$ cat src/rtl/alu_pkg.sv
// Shared constants and types for the two-requester ALU arbiter.
package alu_pkg;

   localparam int W    = 16;
   localparam int NREQ = 2;

   localparam logic [3:0] OP_ADD = 4'b0001;
   localparam logic [3:0] OP_SUB = 4'b0010;
   localparam logic [3:0] OP_MUL = 4'b0100;
   localparam logic [3:0] OP_DIV = 4'b0101;
   localparam logic [3:0] OP_CMP = 4'b0110;

   typedef enum logic [1:0] {
      IDLE = 2'd0,
      EXEC = 2'd1,
      RESP = 2'd2
   } state_t;

endpackage

$ cat src/rtl/alu_core.sv
// Combinational 16-bit unsigned ALU; the arbiter owns every register around it.
module alu_core
   import alu_pkg::*;
(
   input  logic [3:0]   op,
   input  logic [W-1:0] a,
   input  logic [W-1:0] b,
   output logic [W-1:0] result,
   output logic         dz,
   output logic         n,
   output logic         z
);

   logic [2*W-1:0] prod;

   assign prod = {{W{1'b0}}, a} * {{W{1'b0}}, b};

   always_comb begin
      result = '0;
      dz     = 1'b0;
      case (op)
         OP_ADD: result = a + b;
         OP_SUB: result = a - b;
         OP_CMP: result = a - b;
         OP_MUL: result = prod[W-1:0];
         OP_DIV: begin
            // Divide by zero saturates to all ones and raises the marker.
            if (b == '0) begin
               result = '1;
               dz     = 1'b1;
            end else begin
               result = a / b;
            end
         end
         default: result = '0;
      endcase
   end

   assign n = result[W-1];
   assign z = (result == '0);

endmodule

$ cat src/rtl/alu_arbiter.sv
// Round-robin owner of the shared ALU: grant, capture, execute, hold response.
module alu_arbiter #(
   parameter int W    = 16,
   parameter int NREQ = 2
) (
   input  logic              clk,
   input  logic              reset,
   input  logic [NREQ-1:0]   req_valid,
   output logic [NREQ-1:0]   req_ready,
   input  logic [NREQ*4-1:0] req_op,
   input  logic [NREQ*W-1:0] req_a,
   input  logic [NREQ*W-1:0] req_b,
   output logic [NREQ-1:0]   rsp_valid,
   input  logic [NREQ-1:0]   rsp_ready,
   output logic [W-1:0]      rsp_data,
   output logic              rsp_dz,
   output logic              flag_n,
   output logic              flag_z
);

   import alu_pkg::*;

   state_t         state, state_nxt;
   logic           last_grant;
   logic           grant;
   logic           pick;
   logic           accept;
   logic           done;
   logic [3:0]     op_p0;
   logic [W-1:0]   a_p0;
   logic [W-1:0]   b_p0;
   logic [W-1:0]   alu_result;
   logic           alu_dz;
   logic           alu_n;
   logic           alu_z;

   always_comb begin
      state_nxt = state;
      req_ready = '0;
      rsp_valid = '0;
      pick      = 1'b0;
      accept    = 1'b0;
      done      = 1'b0;
      case (state)
         IDLE: begin
            if (|req_valid) begin
               // On a tie the requester that was not served last wins.
               pick            = (&req_valid) ? ~last_grant : req_valid[1];
               req_ready[pick] = 1'b1;
               accept          = 1'b1;
               state_nxt       = EXEC;
            end
         end
         EXEC: state_nxt = RESP;
         RESP: begin
            rsp_valid[grant] = 1'b1;
            if (rsp_ready[grant]) begin
               done      = 1'b1;
               state_nxt = IDLE;
            end
         end
         default: state_nxt = IDLE;
      endcase
   end

   // Stage p0: operand capture on the grant edge
   always_ff @(posedge clk) begin
      if (accept) begin
         op_p0 <= pick ? req_op[7:4]     : req_op[3:0];
         a_p0  <= pick ? req_a[2*W-1:W]  : req_a[W-1:0];
         b_p0  <= pick ? req_b[2*W-1:W]  : req_b[W-1:0];
      end
   end

   alu_core u_alu_core (
      .op     (op_p0),
      .a      (a_p0),
      .b      (b_p0),
      .result (alu_result),
      .dz     (alu_dz),
      .n      (alu_n),
      .z      (alu_z)
   );

   // Stage p1: result, divide marker and compare flags registered at end of EXEC
   always_ff @(posedge clk or posedge reset) begin
      if (reset) begin
         state      <= IDLE;
         last_grant <= 1'b1;
         grant      <= 1'b0;
         rsp_data   <= '0;
         rsp_dz     <= 1'b0;
         flag_n     <= 1'b0;
         flag_z     <= 1'b0;
      end else begin
         state <= state_nxt;
         if (accept) begin
            grant <= pick;
         end
         if (state == EXEC) begin
            rsp_data <= alu_result;
            rsp_dz   <= alu_dz;
            if (op_p0 == OP_CMP) begin
               flag_n <= alu_n;
               flag_z <= alu_z;
            end
         end
         if (done) begin
            last_grant <= grant;
         end
      end
   end

endmodule

$ cat config.mk
export PLATFORM = sky130hd
export DESIGN_NAME = alu_arbiter
export DESIGN_NICKNAME = d
export VERILOG_FILES = /design/src/rtl/alu_pkg.sv /design/src/rtl/alu_core.sv /design/src/rtl/alu_arbiter.sv
export SDC_FILE = /design/constraint.sdc
export NUM_CORES = 1
export LEC_CHECK = 0
export ABC_AREA = 0
export BUFFER_PORTS_ARGS = -buffer_cell sky130_fd_sc_hd__buf_2
export CAP_MARGIN = 30
export CORE_MARGIN = 5
export CORE_UTILIZATION = 40
export DETAILED_ROUTE_END_ITERATION = 8
export GPL_ROUTABILITY_DRIVEN = 0
export PLACE_DENSITY = 0.63
export SYNTH_ARGS = -nofsm -noshare
export SYNTH_HDL_FRONTEND = slang
export SYNTH_SLANG_ARGS = --single-unit
export TNS_END_PERCENT = 5
$ cat constraint.sdc
create_clock -name clk -period 45.5 [get_ports clk]
set_input_delay 4.55 -clock clk [delete_from_list [all_inputs] [get_ports clk]]
set_output_delay 4.55 -clock clk [all_outputs]
set_load 0.005 [all_outputs]
==> key figures <==
Global route
  • Vias in the first global route: 14,000
  • First-pass GRT wire length: 76,100 microns
  • Tot GR Track Use: 0.233
  • Pin count of the biggest net entering global routing: 39
  • Gr ovfl total: 0
  • Met3 GRT Util: 0.0296
  • Met2 Usage GRT: 0.376
  • Met1 usage: 0.317
  • Initial antenna violation count: 0
  • Global route hottest layer: met2

Clock tree
  • Skew-Pair Late Insertion Delay: 0.32 ns
  • Setup Buffers After CTS: 0
  • Root Buffer: clkbuf_16
  • CTS H-tree depth: 3
  • Cts bufs inserted: 9
  • Clock slew at reported path FFs: 0.06 ns
  • Clock Tree Buf Depth: 2
  • Post-CTS resize count: 0
  • CTS tree: yes
  • Hold_buf cts: 0
  • CTS Sinks: 59

Routing
  • Initial drt markers: 1,373
  • Final ANT Viol Nets: 0
  • First-pass DRT Iterations: 6
  • DRC violations left: 0
  • Vias per cell: 5.87
  • DRT Wirelength: 48,400 microns
  • Wire per inst: 20.0 microns
  • DR vias: 14,200

Timing
  • Max Clk Rate: 31.0 MHz
  • RSZ-0062 raised after global routing: false
  • Fin. max-slew vios: 0
  • Final WS setup: 13.28 ns
  • Worst relative slew slack: 0.304
  • Setup-failing EPs final: 0
  • Layout Skew: 0.00770 ns
  • Setup tns final: 0 ns
  • Final Hold Fails: 0
  • Final Cycle Share: 0.708
  • Worst-Margin Slew: 1.03 ns
  • Final min period: 32.22 ns

Placed design
  • Detail Placement HPWL: 38,500 microns
  • Place WS: 13.87 ns
  • Buffers on Ports: 100

Critical path
  • Critical path class: register to register
  • Slowest CP cell: edfxtp_1
  • Worst Path Required: 45.71 ns
  • Setup crit end kind: register
  • Startpoint types: register
  • Worst-path fanout max: 23
  • Crit path DAT: 32.42 ns
  • Critical Path Max Stage Delay: 0.92 ns

Yosys
  • Post-synth EDFFs: 36
  • Synth Flop Type: edfxtp_1
  • Synth Warn #: 0
  • Top-count cell post-synth: nand2_1
  • Synth top area share: 0.177
  • Syn Nets: 2,257
  • Mean Syn Cell Area: 7.69 sq um
  • Seq/Total Area, Yosys: 0.114
  • Post-Syn Instances: 1,892
  • Seq cells post-synth: 59
  • Post-synth top cells: nand2_1 (306), ha_1 (206), nor2_1 (174)
  • Dominant cell type by area after synthesis: ha_1
  • Synth unique cells: 91
  • Top cells by area, synth: ha_1 (18%), fa_1 (11%), nand2_1 (7.9%)
  • Synthesized area: 14,500 sq um
  • Ys async rst share: 0.390

Floorplanning
  • Num rows: 69
  • Starting density of the core: 0.407
  • I/O Pins: 101
  • Die Height: 201 microns
  • Die area: 40,300 sq um
  • Core area: 35,700 sq um
  • Die width: 201 microns

Layout
  • Layout cells sized above 1: 0.115
  • Net count, final: 2,324
  • Layout area overhead: 8.91%
  • Post-layout util: 0.443
  • Inserted Diodes: 0

Min path
  • Tightest Hold Check Type: register to register

Run status
  • Outcome: finished, final reports clean

Flow run
  • Maxcap violations: 0
## registers in the layout, indices dropped and copies added (netlist names)
name,flops
a_p0,16
b_p0,16
flag_n,1
flag_z,1
grant,1
last_grant,1
op_p0,4
rsp_data,16
rsp_dz,1
state,2
## per-stage QoR
step | hold WS, ns | cells | instance area (sq um)
finish | 0.486 | 2425 | 15800
global route | 0.510 | 2425 | 15800
CTS | 0.491 | 2425 | 15800
detailed placement | 0.469 | 2409 | 15500
global placement | 0.465 | 2409 | 15500
floorplan | 0.467 | 1892 | 14500
## critical path, delay by kind of cell (launching register included)
kind / cells / cell delay (ns)
AOI/OAI and AO/OA: 62 / 18.04
adders and majority gates: 16 / 4.99
buffers and inverters: 4 / 0.69
DFF: 1 / 0.92
muxes: 5 / 1.80
and+or+nand+nor: 27 / 5.60
## layout make-up
| type | instances | area, sq um |
|---|---|---|
| clock buffers | 12 | 278 |
| clock inverters | 4 | 30.0 |
| fillers | 3672 | 19900 |
| inverters | 163 | 612 |
| multi-input cells | 1601 | 12000 |
| flip-flops and latches | 59 | 1660 |
| well taps | 461 | 577 |
| repair buffers | 125 | 688 |
## kinds of logic (layout without fill, tap and decap cells)
family / after synthesis / after routing / share of synthesized area
buf+inv: 232 / 304 / 0.0614
xor+xnor: 139 / 139 / 0.0837
mux: 46 / 46 / 0.0348
flops: 59 / 59 / 0.114
simple gates: 693 / 693 / 0.216
compound gates: 436 / 436 / 0.202
fa+ha+maj: 287 / 287 / 0.289
## path summary, 6_finish.rpt
path | slack, ns | to | cells after the start | start
worst max-delay path | 13.28 | flag_z | 114 | b_p0[0]
worst min-delay path | 0.49 | rsp_data[5] | 2 | rsp_data[5]
worst max register to register | 13.28 | flag_z | 114 | b_p0[0]
worst min register to register | 0.49 | rsp_data[5] | 2 | rsp_data[5]
max in group asynchronous | 40.58 | state[1] | 2 | reset
min in group asynchronous | 4.40 | rsp_data[14] | 2 | reset
## layout by cell type, fill, tap and decap left out, drive strengths merged, types with 12 or more instances in the layout
| master | synthesis | routed |
|---|---|---|
| a31oi | 24 | 24 |
| nand3 | 24 | 24 |
| or3 | 18 | 18 |
| o21ai | 92 | 92 |
| edfxtp | 36 | 36 |
| nand4 | 15 | 15 |
| a21oi | 109 | 109 |
| a211oi | 14 | 14 |
| clkbuf | 56 | 12 |
| buf | 13 | 125 |
| and2 | 30 | 30 |
| nor4 | 13 | 13 |
| dfrtp | 22 | 22 |
| a21o | 26 | 26 |
| ha | 206 | 206 |
| mux2i | 13 | 13 |
| o21a | 42 | 42 |
| inv | 162 | 163 |
| o31ai | 18 | 18 |
| xor2 | 42 | 42 |
| xnor2 | 97 | 97 |
| fa | 81 | 81 |
| nor2 | 174 | 174 |
| nand2 | 306 | 306 |
| o211ai | 18 | 18 |
| mux2 | 33 | 33 |
| nor3 | 45 | 45 |
## per-layer routing
metal | up-vias | wire, microns | part of all wire
met2 | 638 | 21400 | 0.44
met3 | 126 | 3870 | 0.080
li1 | 6766 | - | -
met4 | 0 | 2200 | 0.045
met5 | - | 0 | 0
met1 | 6693 | 21000 | 0.43
Power is left out: the tool's default activity adds up to more than one toggle a clock period on the data nets, which glitch-free logic cannot reach.
